$ cat src/rtl/ysyx_25020047_ifu.sv
// ysyx_25020047_ifu: instruction fetch unit, one outstanding imem read, valid/ready handoff to IDU.
// Optional feature macro: IFU_MISALIGN_CHECK_EN (sticky misaligned-redirect trap and fetch lock).
`default_nettype none

module ysyx_25020047_ifu #(
  parameter logic [31:0] RESET_PC = 32'h8000_0000,
  parameter int          CNT_W    = 32
) (
  input  logic             clk,
  input  logic             rst,
  output logic             o_imem_req_valid,
  input  logic             i_imem_req_ready,
  output logic [31:0]      o_imem_req_addr,
  input  logic             i_imem_rsp_valid,
  input  logic [31:0]      i_imem_rsp_data,
  output logic             o_inst_valid,
  input  logic             i_inst_ready,
  output logic [31:0]      o_inst,
  output logic [31:0]      o_inst_pc,
  input  logic             i_redirect_valid,
  input  logic [31:0]      i_redirect_pc,
  output logic             o_fetch_misalign,
  output logic [CNT_W-1:0] o_fetch_cnt
);

  typedef enum logic [1:0] {
    S_REQ  = 2'd0,
    S_WAIT = 2'd1,
    S_HOLD = 2'd2
  } state_t;

  state_t           r_state;
  state_t           w_state_nxt;
  logic [31:0]      r_pc;
  logic [31:0]      w_pc_nxt;
  logic             r_kill;
  logic             w_kill_nxt;
  logic [31:0]      r_inst;
  logic [31:0]      r_inst_pc;
  logic [CNT_W-1:0] r_cnt;
  logic             w_load;
  logic             w_cnt_inc;
  logic             w_req_valid;
  logic             w_inst_valid;
  logic [31:0]      w_tgt;
  logic             w_tgt_bad;
  logic             w_lock;

`ifdef IFU_MISALIGN_CHECK_EN
  logic r_misalign;

  assign w_tgt            = i_redirect_pc;
  assign w_tgt_bad        = i_redirect_valid && (i_redirect_pc[1:0] != 2'b00);
  assign w_lock           = r_misalign;
  assign o_fetch_misalign = r_misalign;

  always_ff @(posedge clk) begin
    if (rst) begin
      r_misalign <= 1'b0;
    end else if (w_tgt_bad) begin
      r_misalign <= 1'b1;
    end
  end
`else
  logic w_unused_lsb;

  // Low target bits are discarded so the PC stays word aligned.
  assign w_tgt            = {i_redirect_pc[31:2], 2'b00};
  assign w_unused_lsb     = ^i_redirect_pc[1:0];
  assign w_tgt_bad        = 1'b0;
  assign w_lock           = 1'b0;
  assign o_fetch_misalign = 1'b0;
`endif

  always_comb begin
    w_state_nxt  = r_state;
    w_pc_nxt     = r_pc;
    w_kill_nxt   = r_kill;
    w_load       = 1'b0;
    w_cnt_inc    = 1'b0;
    w_req_valid  = 1'b0;
    w_inst_valid = 1'b0;
    case (r_state)
      S_REQ: begin
        w_req_valid = ~i_redirect_valid & ~w_lock;
        if (i_redirect_valid) begin
          w_pc_nxt = w_tgt;
        end else if (w_req_valid && i_imem_req_ready) begin
          w_state_nxt = S_WAIT;
        end
      end
      S_WAIT: begin
        if (i_imem_rsp_valid) begin
          w_kill_nxt = 1'b0;
          if (i_redirect_valid) begin
            w_pc_nxt    = w_tgt;
            w_state_nxt = S_REQ;
          end else if (r_kill) begin
            w_state_nxt = S_REQ;
          end else begin
            w_load      = 1'b1;
            w_state_nxt = S_HOLD;
          end
        end else if (i_redirect_valid) begin
          // The in-flight response still has to be drained; kill marks it stale.
          w_pc_nxt   = w_tgt;
          w_kill_nxt = 1'b1;
        end
      end
      S_HOLD: begin
        w_inst_valid = 1'b1;
        w_cnt_inc    = i_inst_ready;
        if (i_redirect_valid) begin
          w_pc_nxt    = w_tgt;
          w_state_nxt = S_REQ;
        end else if (i_inst_ready) begin
          w_pc_nxt    = r_pc + 32'd4;
          w_state_nxt = S_REQ;
        end
      end
      default: begin
        w_state_nxt = S_REQ;
      end
    endcase
    // A bad target parks the FSM in S_REQ with requests blocked until reset.
    if (w_tgt_bad) begin
      w_state_nxt = S_REQ;
      w_kill_nxt  = 1'b0;
    end
  end

  always_ff @(posedge clk) begin
    if (rst) begin
      r_state   <= S_REQ;
      r_pc      <= RESET_PC;
      r_kill    <= 1'b0;
      r_inst    <= 32'd0;
      r_inst_pc <= 32'd0;
      r_cnt     <= '0;
    end else begin
      r_state <= w_state_nxt;
      r_pc    <= w_pc_nxt;
      r_kill  <= w_kill_nxt;
      if (w_load) begin
        r_inst    <= i_imem_rsp_data;
        r_inst_pc <= r_pc;
      end
      if (w_cnt_inc) begin
        r_cnt <= r_cnt + {{(CNT_W-1){1'b0}}, 1'b1};
      end
    end
  end

  assign o_imem_req_valid = w_req_valid & ~rst;
  assign o_imem_req_addr  = r_pc;
  assign o_inst_valid     = w_inst_valid & ~rst;
  assign o_inst           = r_inst;
  assign o_inst_pc        = r_inst_pc;
  assign o_fetch_cnt      = r_cnt;

endmodule

`default_nettype wire

$ cat config.mk
export PLATFORM = sky130hd
export DESIGN_NAME = ysyx_25020047_ifu
export DESIGN_NICKNAME = d
export VERILOG_FILES = /design/src/rtl/ysyx_25020047_ifu.sv
export SDC_FILE = /design/constraint.sdc
export NUM_CORES = 1
export LEC_CHECK = 0
export CORE_ASPECT_RATIO = 2
export CORE_MARGIN = 3
export CORE_UTILIZATION = 41
export CTS_CLUSTER_DIAMETER = 200
export DETAILED_ROUTE_END_ITERATION = 8
export GPL_TIMING_DRIVEN = 0
export PLACE_DENSITY_LB_ADDON = 0.3
export SETUP_SLACK_MARGIN = 0.4
export SLEW_MARGIN = 20
export SYNTH_ARGS = -nofsm -noshare
export SYNTH_HDL_FRONTEND = slang
export SYNTH_SLANG_ARGS = --single-unit
export TNS_END_PERCENT = 5
$ cat constraint.sdc
create_clock -name clk -period 1.75 [get_ports clk]
set_input_delay 0.2625 -clock clk [delete_from_list [all_inputs] [get_ports clk]]
set_output_delay 0.2625 -clock clk [all_outputs]
set_load 0.01 [all_outputs]
==> impl_metrics.yaml <==
status:
  status: "finished, violations left"
  violations: "setup timing"
power_and_ir_drop:
  p_per_area_nw_per_um2: 739
  power_leakage_nw: 5.57
  peakVddDrop_mv: 0.666
grt:
  gr-total-overflow: 0
  grt_max_degree: 17
  grt_first_pass_wirelength_mm: 32.3
  antenna_found_initial: 0
  grt_pass1_vias: 6257
  grt.total_usage_pct: 25.8
clocking:
  clock-sinks: 127
  htreeDepth: 4
  path_clk_slew_ns: 0.06
  cts_buffer_depth: 2
  cts_buffers: 17
  clock_latency_ns: 0.41
  cts_tree: "built"
  cts_root_buf: "clkbuf_16"
sta:
  final.setup.worst_slack_ns: -0.104
  hold_ws_ns: 0.250
  finalHoldViolCount: 0
  tightest_slew_ns: 0.762
  finalSetupViolCount: 8
  tns_ns: -0.346
  worst_clock_skew_ns: 0.00672
  slew_headroom_pct: 49.2
  slew_violations: 0
  min_period_over_period_pct: 106
  layout_min_cycle_time_ns: 1.85
  clock.fmax_mhz: 539
  rsz0062_at_grt: "true"
detailed_routing:
  dr_total_vias: 6649
  viasPerCell: 5.58
  post_drt_wl_per_cell_um: 18.5
  drc: 0
  drtPass1Iterations: 5
  drt-total-wl_mm: 22.1
  ant_nets: 0
  drt_iter0_markers: 350
layout:
  fill_cells: 1035
  drive_above_1_share_pct: 25.5
  n_antenna_cell: 0
  area_growth_pct: 71.5
  nets: 1062
synthesis:
  synthesis.area_um2: 5820
  yosysWarnings: 0
  syn_inst: 739
  synthArstFlopShare_pct: 0
  ys.flop_type: "dfxtp_1"
  ys_types: 60
  synth-seq-cells: 127
  synth-edff-count: 0
  syn_area_per_cell_um2: 7.87
  synth-seq-area-share_pct: 43.7
floorplan:
  start_util_pct: 41.9
  rows: 61
  core_area_um2: 13900
  chipWidth_um: 90.2
  die-area_um2: 15700
  ioPinCount: 201
  die_h_um: 174
critical_path:
  timing.critical_path.arrival_ns: 2.15
  path_buf_inv: 1
  slowest_stage: "or4_4"
  path_class: "register to register"
  cpLargestDelayFamily: "simple AND/OR/NAND/NOR gates"
  start_kind: "register"
  worst-path-max-fanout: 7
  max_stage_delay_ns: 0.52
  crit_path_cell_trace: "nand4_1 > or4_4 > buf_6 > nor4_4 > xnor2_1 > nor2_1"
  crit_required_ns: 2.05
  end_kind: "register"
worst_hold_path:
  worst_hold_path_type: "primary input to register"
placed_design:
  numPortBuffers: 192
  place_congestion: 0.941
  dpl.hpwl_mm: 14.8
job:
  drv_cap: 0
cell usage in the layout, fill, tap and decap left out, types with 6 or more instances in the layout:
cell type	instances
nor2b_1	11
nand3_1	17
nor3_1	11
nand3_2	7
xnor2_1	11
dfxtp_2	30
nand2_4	6
xor2_1	12
nand4_1	17
clkbuf_1	11
dfxtp_1	78
nand2_1	135
o21ai_0	16
buf_2	6
clkbuf_16	19
buf_4	40
nor4_4	10
clkdlybuf4s50_1	72
buf_6	17
mux2i_1	12
nand2_2	14
inv_1	11
clkbuf_8	8
dfxtp_4	19
a21oi_1	85
o22ai_1	10
a21oi_2	11
nor2_1	56
and3_1	17
dlymetal6s2s_1	112
Yosys cell counts (2+ instances only):
cell type / instances / area [um2]
nand4_1: 17 / 106
o21a_1: 2 / 15.0
mux2i_1: 12 / 120
inv_1: 11 / 41.3
and3_1: 19 / 119
mux2_4: 2 / 30.0
buf_1: 3 / 11.3
nand4b_1: 2 / 17.5
dfxtp_1: 127 / 2540
o31ai_1: 2 / 15.0
o22ai_1: 10 / 62.6
and4_1: 6 / 52.6
nor2b_1: 12 / 75.1
or3_1: 4 / 25.0
buf_2: 11 / 55.1
buf_4: 7 / 52.6
a21oi_1: 96 / 480
a31o_2: 2 / 17.5
o21ai_0: 17 / 85.1
nand2_1: 155 / 582
clkbuf_1: 32 / 120
nand3_1: 25 / 125
a311oi_1: 2 / 17.5
a32oi_1: 2 / 17.5
and2_0: 3 / 18.8
nor3_1: 17 / 85.1
a22oi_1: 2 / 15.0
a211oi_1: 4 / 30.0
nand2b_1: 3 / 18.8
nor4_2: 5 / 62.6
o32ai_1: 2 / 17.5
nor2_1: 60 / 225
xor2_1: 12 / 105
xnor2_1: 13 / 114
or4_1: 4 / 30.0
a31oi_1: 2 / 12.5
nor4_1: 10 / 62.6
ha_1: 2 / 25.0
worst min-delay path: stages:
cell and delay (ns):
buf_6 0.11, nand2_1 0.10, nand2_1 0.09, a21oi_1 0.06
timing repair:
action	4_1_cts	5_1_grt
resized for setup	119	260
setup buffers	15	18
hold buffers	0	0
pin swaps	30	40
endpoints found under the setup margin	253	250
gates cloned	3	0
per-stage QoR:
stage	worst slack (ns)	cell area, um2	power, mW	instances	util [%]
after floorplan	-0.0826	5910	3.35	743	-
after global placement	-1.36	8070	3.73	1124	58.1
after detailed placement	-1.32	8070	3.74	1124	58.1
after CTS	-0.159	9170	7.38	1174	66.0
after global routing	-0.178	9980	7.58	1192	71.8
final	-0.104	9980	7.38	1192	71.8
report_power, final:
part | leakage, nW | total (mW) | switching, mW | internal (mW)
registers | 1.06 | 3.04 | 0.103 | 2.94
logic | 4.22 | 0.713 | 0.335 | 0.379
clock network | 0.293 | 3.62 | 1.40 | 2.22
total | 5.57 | 7.38 | 1.84 | 5.54
sequential cells by signal, indices dropped and copies added, names as in the netlist:
signal and count:
o_fetch_cnt 32, o_imem_req_addr 30, o_inst 32, o_inst_pc 30, r_kill 1, r_state 2
kinds of logic after synthesis:
family	synth area share (%)
simple gates	29.8
compound gates	14.7
flops	43.7
buf+inv	4.97
xor+xnor	3.76
mux	2.58
fa+ha+maj	0.430
other cells	0.0645
final cells by class:
| class | instances | area [um2] | share of cell area [%] |
|---|---|---|---|
| inverter | 12 | 45.0 | 0.451 |
| buffer | 54 | 468 | 4.69 |
| timing repair buffer | 228 | 2490 | 25.0 |
| clock buffer | 20 | 467 | 4.68 |
| clock inverter | 12 | 134 | 1.34 |
| multi-input combinational | 550 | 3480 | 34.9 |
| tap | 189 | 236 | 2.37 |
| sequential | 127 | 2650 | 26.6 |
per-layer routing:
layer	GRT usage, %	part of all wire [%]	vias up
met2	49.9	54	352
li1	-	-	3088
met4	12.9	6.3	0
met5	0	0	-
met3	5.02	5.4	114
met1	25.6	34	3095
worst paths after layout:
| kind | start | endpoint | slack, ns | depth (start not counted) |
|---|---|---|---|---|
| setup / recovery | o_fetch_cnt[11] | o_fetch_cnt[28] | -0.10 | 6 |
| hold / removal | i_inst_ready | o_fetch_cnt[1] | 0.25 | 4 |
| setup reg to reg | o_fetch_cnt[11] | o_fetch_cnt[28] | -0.10 | 6 |
| hold reg to reg | o_inst[20] | o_inst[20] | 0.45 | 2 |
(Power assumes the default switching activity.)
